--- src/rtl/spart_tx.sv ---
`default_nettype none
// ============================================================================
//  Module   : spart_tx
//  Purpose  : SPART transmitter. One-entry holding buffer written over the
//             processor I/O bus, separate shift register, 8N1 framing on txd
//             timed by the oversampled baud tick from the baud generator.
//  Revision : 1.0 - initial release
// ============================================================================
module spart_tx #(
  parameter int         OVERSAMPLE = 16,
  parameter logic [1:0] TX_ADDR    = 2'b00
) (
  input  logic       clk,
  input  logic       rst,
  input  logic       enable,
  input  logic [7:0] data_bus,
  input  logic [1:0] ioaddr,
  input  logic       iocs,
  input  logic       iorw,
  output logic       txd,
  output logic       tbr
);

  // Counter only needs to reach OVERSAMPLE-1, so clog2 bits never overflow.
  localparam int              TICK_W    = (OVERSAMPLE > 1) ? $clog2(OVERSAMPLE) : 1;
  localparam logic [TICK_W-1:0] TICK_LAST = TICK_W'(OVERSAMPLE - 1);

  localparam logic [1:0] IDLE  = 2'd0;
  localparam logic [1:0] START = 2'd1;
  localparam logic [1:0] DATA  = 2'd2;
  localparam logic [1:0] STOP  = 2'd3;

  logic [1:0]        state;
  logic [1:0]        state_next;
  logic [TICK_W-1:0] tick_cnt;
  logic [2:0]        bit_cnt;
  logic [7:0]        shreg;
  logic [7:0]        hold_buf;
  logic              buf_full;
  logic              write_acc;
  logic              bit_end;
  logic              load;

  // A write is only taken while the holding buffer is empty.
  assign write_acc = iocs && !iorw && (ioaddr == TX_ADDR) && !buf_full;

  // Baud ticks are ignored while idle; a bit ends on its last tick.
  assign bit_end = enable && (state != IDLE) && (tick_cnt == TICK_LAST);

  // Buffer moves into the shift register when idle, or back-to-back at the
  // end of a stop bit so queued bytes follow with no idle gap.
  assign load = buf_full && ((state == IDLE) || ((state == STOP) && bit_end));

  assign tbr = ~buf_full;

  // State register.
  always_ff @(posedge clk or posedge rst) begin
    if (rst) begin
      state <= IDLE;
    end else begin
      state <= state_next;
    end
  end

  // Next-state logic.
  always_comb begin
    state_next = state;
    case (state)
      IDLE:    if (buf_full) state_next = START;
      START:   if (bit_end) state_next = DATA;
      DATA:    if (bit_end && (bit_cnt == 3'd7)) state_next = STOP;
      STOP:    if (bit_end) state_next = buf_full ? START : IDLE;
      default: state_next = IDLE;
    endcase
  end

  // Line level decoded from state so reset forces idle-high without a clock.
  always_comb begin
    txd = 1'b1;
    case (state)
      IDLE:    txd = 1'b1;
      START:   txd = 1'b0;
      DATA:    txd = shreg[0];
      STOP:    txd = 1'b1;
      default: txd = 1'b1;
    endcase
  end

  // Tick counter: counts baud ticks within the current bit.
  always_ff @(posedge clk or posedge rst) begin
    if (rst) begin
      tick_cnt <= '0;
    end else if (load) begin
      tick_cnt <= '0;
    end else if ((state != IDLE) && enable) begin
      tick_cnt <= bit_end ? '0 : tick_cnt + 1'b1;
    end
  end

  // Bit counter: position within the eight data bits.
  always_ff @(posedge clk or posedge rst) begin
    if (rst) begin
      bit_cnt <= 3'd0;
    end else if (load) begin
      bit_cnt <= 3'd0;
    end else if ((state == DATA) && bit_end) begin
      bit_cnt <= bit_cnt + 3'd1;
    end
  end

  // Shift register: loaded from the buffer, shifted right so LSB goes first.
  always_ff @(posedge clk or posedge rst) begin
    if (rst) begin
      shreg <= 8'h00;
    end else if (load) begin
      shreg <= hold_buf;
    end else if ((state == DATA) && bit_end) begin
      shreg <= {1'b0, shreg[7:1]};
    end
  end

  // Holding buffer data: written only by an accepted bus write.
  always_ff @(posedge clk or posedge rst) begin
    if (rst) begin
      hold_buf <= 8'h00;
    end else if (write_acc) begin
      hold_buf <= data_bus;
    end
  end

  // Holding buffer flag: load and accept never coincide since they need
  // opposite buffer states.
  always_ff @(posedge clk or posedge rst) begin
    if (rst) begin
      buf_full <= 1'b0;
    end else if (load) begin
      buf_full <= 1'b0;
    end else if (write_acc) begin
      buf_full <= 1'b1;
    end
  end

endmodule
`default_nettype wire

--- config.mk ---
export PLATFORM = sky130hd
export DESIGN_NAME = spart_tx
export DESIGN_NICKNAME = d
export VERILOG_FILES = /design/src/rtl/spart_tx.sv
export SDC_FILE = /design/constraint.sdc
export NUM_CORES = 1
export LEC_CHECK = 0
export CAP_MARGIN = 15
export CORE_MARGIN = 1.5
export CORE_UTILIZATION = 48
export DETAILED_ROUTE_END_ITERATION = 16
export PLACE_DENSITY = 0.71
export SLEW_MARGIN = 20
export SYNTH_ARGS = -nofsm -noshare
export SYNTH_HDL_FRONTEND = slang
export SYNTH_SLANG_ARGS = --single-unit
--- constraint.sdc ---
create_clock -name clk -period 3.3 [get_ports clk]
set_input_delay 0.66 -clock clk [delete_from_list [all_inputs] [get_ports clk]]
set_output_delay 0.66 -clock clk [all_outputs]
set_load 0.05 [all_outputs]
==> results of run 1 <==
sequential cells by signal (all words and copies together), names as in the netlist:
| register | count |
|---|---|
| hold_buf | 8 |
| shreg | 8 |
| tick_cnt | 4 |
| bit_cnt | 3 |
| state | 2 |
| buf_full | 1 |
through the flow:
stage	setup slack (ns)	hold slack (ns)	utilization, %	std cells
after detailed placement	0.5789	0.4976	56.93	156
after CTS	0.5072	0.5313	58.86	160
after global routing	0.4266	0.5451	58.86	160
after floorplan	1.128	0.4750	-	110
after global placement	0.6531	0.4881	56.93	156
final	0.5247	0.5253	58.86	160
worst register-to-register path, cell delays in order (launching register included):
cell and delay, ns:
dfrtp_1 0.42, inv_1 0.10, ha_1 0.30, and3b_1 0.30
nand4_2 0.41, mux2_4 0.45, mux2_2 0.27
routing by layer:
metal	up-vias	share of wire [%]
met5	-	0
met4	0	0.64
met3	2	3.9
met2	21	50
met1	430	45
li1	429	-
area by class of cell:
cell class | instances | area, sq um | share of cell area [%]
Multi-Input combinational cell | 75 | 659.4 | 41.33
Clock inverter | 1 | 30.03 | 1.882
Timing Repair Buffer | 17 | 167.7 | 10.51
Sequential cell | 26 | 650.6 | 40.78
Inverter | 7 | 26.28 | 1.647
Clock buffer | 3 | 22.52 | 1.412
Tap cell | 31 | 38.79 | 2.431
cells in the final DEF, fill, tap and decap left out, types with 2 or more instances in the layout:
| cell type | n |
|---|---|
| mux2_2 | 15 |
| nor2_1 | 8 |
| a21oi_1 | 2 |
| clkdlybuf4s50_1 | 16 |
| dfrtp_1 | 26 |
| inv_1 | 6 |
| mux2_4 | 8 |
| o22ai_1 | 2 |
| xor2_1 | 2 |
| nand3_1 | 5 |
| nand2_1 | 7 |
| mux2i_1 | 4 |
| clkbuf_4 | 3 |
| nand4_1 | 2 |
| o21ai_0 | 3 |
| ha_1 | 7 |
worst paths after layout:
path | from | endpoint | slack [ns] | cells past startpoint
worst max-delay path | state[0] | txd | 0.52 | 5
worst min-delay path | hold_buf[4] | hold_buf[4] | 0.53 | 1
worst max register to register | state[0] | shreg[3] | 0.97 | 6
worst min register to register | hold_buf[4] | hold_buf[4] | 0.53 | 1
max in group asynchronous | rst | hold_buf[1] | 2.14 | 2
min in group asynchronous | rst | hold_buf[0] | 0.73 | 2
power groups by stage:
stage | clock network (W) | registers (W) | logic [W]
global route | 0.000240 | 0.000574 | 0.000650
floorplan | 0 | 0.000529 | 0.000480
CTS | 0.000224 | 0.000554 | 0.000602
finish | 0.000218 | 0.000553 | 0.000598
global placement | 0 | 0.000554 | 0.000576
detailed placement | 0 | 0.000560 | 0.000599
cells by family (layout without fill, tap and decap cells):
family / after synthesis / in the layout / synth area share, %
AO/OA/AOI/OAI: 11 / 11 / 5.157
flip-flops: 26 / 26 / 47.88
multiplexers: 27 / 27 / 24.22
adder cells (fa/ha/maj): 7 / 7 / 6.445
buffers and inverters: 9 / 28 / 3.591
AND/OR/NAND/NOR: 28 / 28 / 11.42
XOR/XNOR: 2 / 2 / 1.289
==> metrics.md, run 1 <==
| Metric | Value |
|---|---|
| CTS H-tree lvls | 1 |
| Commonest cells in the netlist | dfrtp_1, mux2_2, mux2_4, nor2_1 |
| Max_slew headroom | 37.33% |
| DRT antenna net count | 0 |
| Core area | around 2700 sq um |
| Synthesized area | 1359 sq um |
| Ys Warns | 0 |
| # diodes | 0 |
| Pwr Density | roughly 860 nW/um^2 |
| Critical-path cell list | inv_1, ha_1, nand2_1, a21oi_1, clkdlybuf4s50_1 |
| Met2 Track Usage GR | between 20% and 30% |
| EDFF count, synth | 0 |
| Layout cell share with drive strength beyond 1 | 24.03% |
| Logic pwr share | between 40% and 50% |
| WL/cell | 14.76 microns |
| Critical Path Fanout Max | 4 |
| CP Capture Type | output pin |
| Peak VDD IR | approximately 0.61 mV |
| Worst path top cell family by delay | buffers and inverters |
| DR pass1 iterations | 4 |
| Final Hold Viols | 0 |
| CP arrival | 2.12 ns |
| Slowest-stage cell, CP | clkdlybuf4s50_1 |
| Post-synthesis sequential area ratio | ~48% |
| Initial DRC count | 25 |
| Vias per inst | 5.513 |
| Post-route cell area | approximately 1600 sq um |
| Total GRT Usage | approximately 17% |
| Synthesized net count | 132 |
| Number of global-route vias before repair | between 900 and 1k |
| Leakage | 0.7537 nW |
| Most instantiated library cell after synthesis | dfrtp_1 |
| Initial antenna violation count | 0 |
| # rows | 19 |
| F_max | between 300 and 400 MHz |
| Setup TNS | 0 ns |
| Switching Share | between 30 and 40% |
| Top post-synthesis cells by area | dfrtp_1, mux2_2, mux2_4, ha_1, mux2i_1 |
| Layout Skew | approximately 0.0027 ns |
| Hold WC Path Type | flop to flop |
| Unique masters post-synth | 25 |
| Psw | 0.0004853 W |
| DRC violations left | 0 |
| RSZ-0062 raised after global routing | false |
| Crit Path Class | flop to output pin |
| Pins Over Slew Limit | 0 |
| Ys flop type | dfrtp_1 |
| Worst-Margin Slew | around 0.93 ns |
| DIE WIDTH | roughly 56 microns |
| Via Count | about 880 |
| Root Buffer | clkbuf_4 |
| Fillers | between 200 and 250 |
| Largest net degree at the start of global routing | 27 |
| Post-CTS resize count | 0 |
| Final net count | around 150 |
| Status | completed |
| Area leader, netlist | dfrtp_1 |
| Busiest grt layer | met2 |
| Placed inst area | around 1500 sq um |
| Max-cap violations | 0 |
| DPL Wire Length | between 1.5 and 2 mm |
| First-pass GRT wire length | a little over 4 mm |
| Mean instance size in the synthesized netlist | 12.35 sq um |
| Post-CTS Setup Bufs | 0 |
| Synth top area share | ~48% |
| Clock sinks | 26 |
| CP required | around 2.6 ns |
| Cell-internal power | about 0.00088 W |
| I/O pin cnt | 17 |
| Clk pwr share | roughly 16% |
| Total wire length | ~2.4 mm |
| Placer Congestion | 0.8282 |
| CTS max path bufs | 2 |
| IO buf count | 16 |
| CTS clk-pin slew, worst paths | between 0.1 and 0.15 ns |
| Async set-reset flop share out of synthesis | 100.0% |
| Cell count after synthesis | 110 |
| Reg power frac | about two fifths |
| # setup viols final | 0 |
| CP Buf/Inv Count | 2 |
| Starting Density | 50.14% |
| Final critical-path share of the clock period | 84.10% |
| TritonCTS Buffers | 3 |
| Grt ovf | 0 |
| Hold buffer count at CTS | 0 |
| Final Total Pwr | roughly 0.0014 W |
| Die Height | between 50 and 60 microns |
| Min Clock Period, post-route | around 2.8 ns |
| Seq cells post-synth | 26 |
| Area Growth Syn to Fin | 17.40% |
| Clk Latency, worst-skew pair | 0.32 ns |
| Total Die Area | roughly 3200 sq um |
| TritonCTS clock tree | yes |
| GR Layer Usage met1 | a little over a fifth |
| Critical Path Start Type | flop |
| CP peak stage delay | just over 0.8 ns |
| Met3 GRT Util | 4.884% |
No activity file was read; power rests on OpenSTA's default activity.
==> run 2, diff against run 1 <==
--- a/config.mk
+++ b/config.mk
@@ -9,7 +9,7 @@
 export CORE_MARGIN = 1.5
 export CORE_UTILIZATION = 48
 export DETAILED_ROUTE_END_ITERATION = 16
-export PLACE_DENSITY = 0.71
+export PLACE_DENSITY = 0.73
 export SLEW_MARGIN = 20
 export SYNTH_ARGS = -nofsm -noshare
 export SYNTH_HDL_FRONTEND = slang
==> constraint.sdc (replaced) <==
create_clock -name clk -period 2.2 [get_ports clk]
set_input_delay 0.44 -clock clk [delete_from_list [all_inputs] [get_ports clk]]
set_output_delay 0.44 -clock clk [all_outputs]
set_load 0.05 [all_outputs]
==> metrics.md, run 2 (synthesized netlist as in run 1, its figures left out) <==
| Metric | Value |
|---|---|
| Status | completed |
| I/O pin cnt | 17 (unchanged) |
| Pins Over Slew Limit | 0 (unchanged) |
| F_max | about 480 MHz |
| Placed cells | 161 (+3.2%) |
| CP Capture Type | flop |
| Initial antenna violation count | 0 (unchanged) |
| Hold WC Path Type | primary input to async pin |
| Total wire length | 2.438 mm (+3.3%) |
| Total Die Area | 3159 sq um (unchanged) |
| Area Growth Syn to Fin | 22.65% |
| DIE WIDTH | 56.21 microns (unchanged) |
| Largest net degree at the start of global routing | 27 (unchanged) |
| Clock sinks | 26 (unchanged) |
| CP required | 2.42 ns (-0.22 ns) |
| Clk Latency, worst-skew pair | 0.32 ns (about the same) |
| Largest regs | hold_buf: 8 flops, shreg: 8 flops, tick_cnt: 4 flops |
| CTS max path bufs | 2 (unchanged) |
| Layout cell share with drive strength beyond 1 | 27.61% (+3.6 points) |
| Worst-Margin Slew | 0.4817 ns (-0.4526 ns) |
| Grt ovf | 0 (unchanged) |
| Pwr Density | 1294 nW/um^2 (+51%) |
| Number of global-route vias before repair | 929 (+2.8%) |
| Hold buffer count at CTS | 0 (unchanged) |
| Placer Congestion | 0.8199 (-1.0%) |
| Layout Skew | 0.001632 ns (-0.001072 ns) |
| # setup viols final | 0 (unchanged) |
| DPL Wire Length | 1.848 mm (+7.3%) |
| Leakage | 0.7962 nW (+5.6%) |
| Max-cap violations | 0 (unchanged) |
| Psw | 0.0007635 W (+57%) |
| Starting Density | 50.14% (unchanged) |
| DRC violations left | 0 (unchanged) |
| Initial DRC count | 21 (-16%) |
| Die Height | 56.21 microns (unchanged) |
| Vias per inst | 5.630 (+2.1%) |
| First-pass GRT wire length | 4.160 mm (+2.2%) |
| TritonCTS Buffers | 3 (unchanged) |
| TritonCTS clock tree | yes |
| Crit Path Class | flop to flop |
| Logic pwr share | 46.1% (+2.4 points) |
| Commonest non-fill, non-tap cell in the layout | dfrtp_1 |
| Root Buffer | clkbuf_4 |
| Final Hold Viols | 0 (unchanged) |
| Critical Path Fanout Max | 11 (+7) |
| DR pass1 iterations | 4 (unchanged) |
| Reg power frac | 38.6% (-1.8 points) |
| Final Total Pwr | 0.002156 W (+58%) |
| Peak VDD IR | 1.120 mV (+82%) |
| Layout Cells excl Fill | 165 (+3.1%) |
| Post-CTS resize count | 1 (+1) |
| Via Count | 929 (+5.3%) |
| Cell-internal power | 0.001393 W (+58%) |
| Post-CTS Setup Bufs | 0 (unchanged) |
| WL/cell | 14.78 microns (+0.13%) |
| Switching Share | 35.41% (-0.041 points) |
| Critical Path Start Type | flop |
| CTS clk-pin slew, worst paths | 0.14 ns (about the same) |
| Max_slew headroom | 68.01% (+31 points) |
| Total GRT Usage | 16.95% (+0.18 points) |
| Min Clock Period, post-route | 2.103 ns |
| Final net count | 157 (+3.3%) |
| CTS H-tree lvls | 1 (unchanged) |
| # diodes | 0 (unchanged) |
| Most frequent cells in the layout | dfrtp_1, mux2_2, clkdlybuf4s50_1 |
| Final critical-path share of the clock period | approximately 96% |
| Core area | 2710 sq um (unchanged) |
| Clk pwr share | 15.3% (-0.6 points) |
| # rows | 19 (unchanged) |
| CP arrival | 2.33 ns (+0.21 ns) |
| RSZ-0062 raised after global routing | false |
| DRT antenna net count | 0 (unchanged) |
| IO buf count | 16 (unchanged) |
| Setup TNS | 0 ns (unchanged) |
-- run 2: cell types whose count changed in the layout (fill, tap and decap cells not counted), sizes merged --
cell,previous run,this run
buf,1,7
clkdlybuf4s50,16,14
clkinv,1,0
dlygate4sd2,0,1
inv,6,7
-- run 2: worst max-delay path, cell delays in order (launching register included) --
cell and delay, ns:
dfrtp_1 0.43, inv_1 0.10, ha_1 0.29, and3b_1 0.31, nand4_2 0.14, buf_12 0.18
mux2_4 0.29, mux2_4 0.27
-- run 2: cell type report --
cell class,instances,area (sq um)
clock inverter,1,30.03
multi-input combinational,75,659.4
timing repair buffer,22,239.0
inverter,7,26.28
fill,234,1044
clock buffer,3,22.52
sequential,26,650.6
tap,31,38.79
-- run 2: final timing paths --
kind                       slack, ns        start          end  depth (start not counted)
min in group clk                0.53  hold_buf[3]     shreg[3]                          1
hold reg to reg                 0.53  hold_buf[3]     shreg[3]                          1
max in group asynchronous       1.49          rst     state[0]                          3
setup reg to reg                 0.1     state[0]     shreg[0]                          7
hold / removal                  0.46          rst  hold_buf[0]                          3
setup / recovery                 0.1     state[0]     shreg[0]                          7
-- run 2: power by group through the flow --
stage / combinational, W / sequential, W / clock [W]
2_1_floorplan: 0.000720 / 0.000793 / 0
3_3_place_gp: 0.000953 / 0.000830 / 0
3_5_place_dp: 0.00100 / 0.000841 / 0
4_1_cts: 0.00100 / 0.000832 / 0.000340
5_1_grt: 0.00107 / 0.000861 / 0.000354
6_report: 0.000994 / 0.000832 / 0.000330
-- run 2: layer usage --
layer,vias to the layer above,global-route usage [%],part of all wire (%)
li1,441,-,-
met1,473,21.97,46
met2,13,28.40,51
met3,2,2.326,3.0
met4,0,7.143,0.66
met5,-,0,0
-- run 2: through the flow --
step | setup slack, ns | instance area (sq um) | hold WS [ns] | utilization, %
floorplan | 0.2442 | 1359 | 0.4750 | -
global placement | 0.08636 | 1615 | 0.4856 | 59.60
detailed placement | 0.05828 | 1615 | 0.4965 | 59.60
CTS | 0.1095 | 1667 | 0.4615 | 61.50
global route | 0.05390 | 1667 | 0.4929 | 61.50
finish | 0.09748 | 1667 | 0.4601 | 61.50
==> run 3, diff against run 2 <==
--- a/config.mk
+++ b/config.mk
@@ -6,9 +6,10 @@
 export NUM_CORES = 1
 export LEC_CHECK = 0
 export CAP_MARGIN = 15
-export CORE_MARGIN = 1.5
+export CORE_MARGIN = 2
 export CORE_UTILIZATION = 48
 export DETAILED_ROUTE_END_ITERATION = 16
+export HOLD_SLACK_MARGIN = 0.1
 export PLACE_DENSITY = 0.73
 export SLEW_MARGIN = 20
 export SYNTH_ARGS = -nofsm -noshare
==> metrics.md, run 3 (synthesized netlist as in run 1, its figures left out) <==
| Metric | Value |
|---|---|
| Number of global-route vias before repair | 918 (-1.2%) |
| Pins Over Slew Limit | 0 (unchanged) |
| Placer Congestion | 0.8751 (+6.7%) |
| Fin util | 60.78% (-0.72 points) |
| RSZ-0062 raised after global routing | false |
| IO buf count | 16 (unchanged) |
| Reg2reg path depth | 7 (unchanged) |
| Layout cell share with drive strength beyond 1 | 28.15% (+0.54 points) |
| Layout Skew | 0.003894 ns (+0.002262 ns) |
| Initial antenna violation count | 0 (unchanged) |
| Commonest non-fill, non-tap cell in the layout | dfrtp_1 |
| Critical Path Fanout Max | 6 (-5) |
| # rows | 19 (unchanged) |
| I/O pin cnt | 17 (unchanged) |
| Setup TNS | 0 ns (unchanged) |
| TritonCTS clock tree | yes |
| Vias per inst | 5.428 (-3.6%) |
| F_max | 483.3 MHz (+1.6%) |
| Total wire length | 2.355 mm (-3.4%) |
| CP arrival | 2.29 ns (-0.04 ns) |
| Max-cap violations | 0 (unchanged) |
| Clock sinks | 26 (unchanged) |
| Clk Latency, worst-skew pair | 0.32 ns (about the same) |
| Crit Path Class | flop to flop |
| Min Clock Period, post-route | 2.069 ns (-0.03356 ns) |
| DPL Wire Length | 1.776 mm (-3.9%) |
| # setup viols final | 0 (unchanged) |
| Total GRT Usage | 16.08% (-0.88 points) |
| Starting Density | 49.70% (-0.44 points) |
| Pwr Density | 1280 nW/um^2 (-1.1%) |
| CP required | 2.42 ns (about the same) |
| Psw | 0.0007451 W (-2.4%) |
| Root Buffer | clkbuf_4 |
| Hold WC Path Type | primary input to async pin |
| CP peak stage delay | 0.43 ns (about the same) |
| Largest net degree at the start of global routing | 27 (unchanged) |
| DR pass1 iterations | 4 (unchanged) |
| Final net count | 158 (+0.64%) |
| Logic pwr share | 45.7% (-0.4 points) |
| CP Buf/Inv Count | 2 (unchanged) |
| WL/cell | 14.19 microns (-4.0%) |
| Worst-Margin Slew | 0.4804 ns (-0.001351 ns) |
| CTS max path bufs | 2 (unchanged) |
| Clk pwr share | 15.4% (about the same) |
| Critical Path Start Type | flop |
| Peak VDD IR | 1.157 mV (+3.3%) |
| DRC violations left | 0 (unchanged) |
| First-pass GRT wire length | 4.050 mm (-2.6%) |
| CTS clk-pin slew, worst paths | 0.14 ns (about the same) |
| Core area | 2734 sq um (+0.88%) |
| Status | completed |
| CP Capture Type | flop |
| Via Count | 901 (-3.0%) |
| Final Hold Viols | 0 (unchanged) |
| Grt ovf | 0 (unchanged) |
| Die Height | 57.21 microns (+1.8%) |
| Worst path top cell family by delay | flip-flops |
| Slowest-stage cell, CP | dfrtp_1 |
| Final critical-path share of the clock period | 94.04% (-1.5 points) |
| Area Growth Syn to Fin | 22.28% |
| Switching Share | 35.03% (-0.38 points) |
| Cell-internal power | 0.001382 W (-0.78%) |
| Largest regs | hold_buf: 8 flops, shreg: 8 flops, tick_cnt: 4 flops |
| TritonCTS Buffers | 3 (unchanged) |
| WP depth | 7 (unchanged) |
| Critical-path cell list | inv_1, ha_1, buf_4, nand3b_1, o21ai_0, nand3_1, mux2_2 |
| CTS H-tree lvls | 1 (unchanged) |
| Max_slew headroom | 68.10% (+0.090 points) |
| Most frequent cells in the layout | dfrtp_1, mux2_2, clkdlybuf4s50_1 |
| Reg power frac | 38.9% (+0.3 points) |
| Initial DRC count | 30 (+43%) |
| # diodes | 0 (unchanged) |
| Leakage | 0.7989 nW (+0.34%) |
| DRT antenna net count | 0 (unchanged) |
| DIE WIDTH | 57.21 microns (+1.8%) |
| Total Die Area | 3272 sq um (+3.6%) |
==> run 3: cell types whose count changed in the layout (fill, tap and decap cells not counted) <==
cell	delta
buf_12	-1
buf_4	+2
==> run 3: tightest hold or removal path: stages <==
cell and delay, ns:
clkdlybuf4s50_1 0.39, inv_1 0.05, buf_4 0.31
==> run 3: final timing paths <==
kind | start | end | slack, ns
max reg2reg | state[0] | state[1] | 0.13
min reg2reg | hold_buf[2] | hold_buf[2] | 0.52
min | rst | buf_full | 0.45
max in group asynchronous | rst | shreg[4] | 1.50
min in group clk | hold_buf[2] | hold_buf[2] | 0.52
max | state[0] | state[1] | 0.13
==> run 3: cell type report <==
class	count	area, sq um
flip-flops and latches	26	650.6
inverters	7	26.28
well taps	31	38.79
multi-input cells	75	659.4
fillers	227	1072
repair buffers	23	234.0
clock inverters	1	30.03
clock buffers	3	22.52
==> run 3: layer usage <==
layer  part of all wire (%)  global-route usage [%]  wire length, microns  vias up
met5                      0                       0                     0        -
met4                    1.4                   6.977                    33        0
met3                    2.8                   2.041                    66        4
met2                     49                   28.41                  1152       14
met1                     47                   19.67                  1103      444
li1                       -                       -                     -      439
==> run 3: repair_timing <==
item,4_1_cts,5_1_grt
setup endpoints to repair,1,0
hold buffers,0,0
setup buffers,0,0
resized for setup,1,0
==> run 3: power groups by stage <==
stage | clock [W] | sequential (W) | combinational [W]
finish | 0.000328 | 0.000827 | 0.000972
global placement | 0 | 0.000826 | 0.000945
global route | 0.000350 | 0.000859 | 0.00106
detailed placement | 0 | 0.000838 | 0.000981
floorplan | 0 | 0.000793 | 0.000720
CTS | 0.000337 | 0.000828 | 0.000980
==> run 3: metrics by stage <==
step | total power (W) | hold slack [ns] | area, sq um | instances | setup WS (ns)
after floorplan | 0.001513 | 0.4750 | 1359 | 110 | 0.2442
after global placement | 0.001771 | 0.4877 | 1610 | 162 | 0.07572
after detailed placement | 0.001819 | 0.4963 | 1610 | 162 | 0.05403
after CTS | 0.002144 | 0.4565 | 1662 | 166 | 0.1514
after global routing | 0.002265 | 0.4696 | 1662 | 166 | 0.02497
final | 0.002127 | 0.4532 | 1662 | 166 | 0.1310
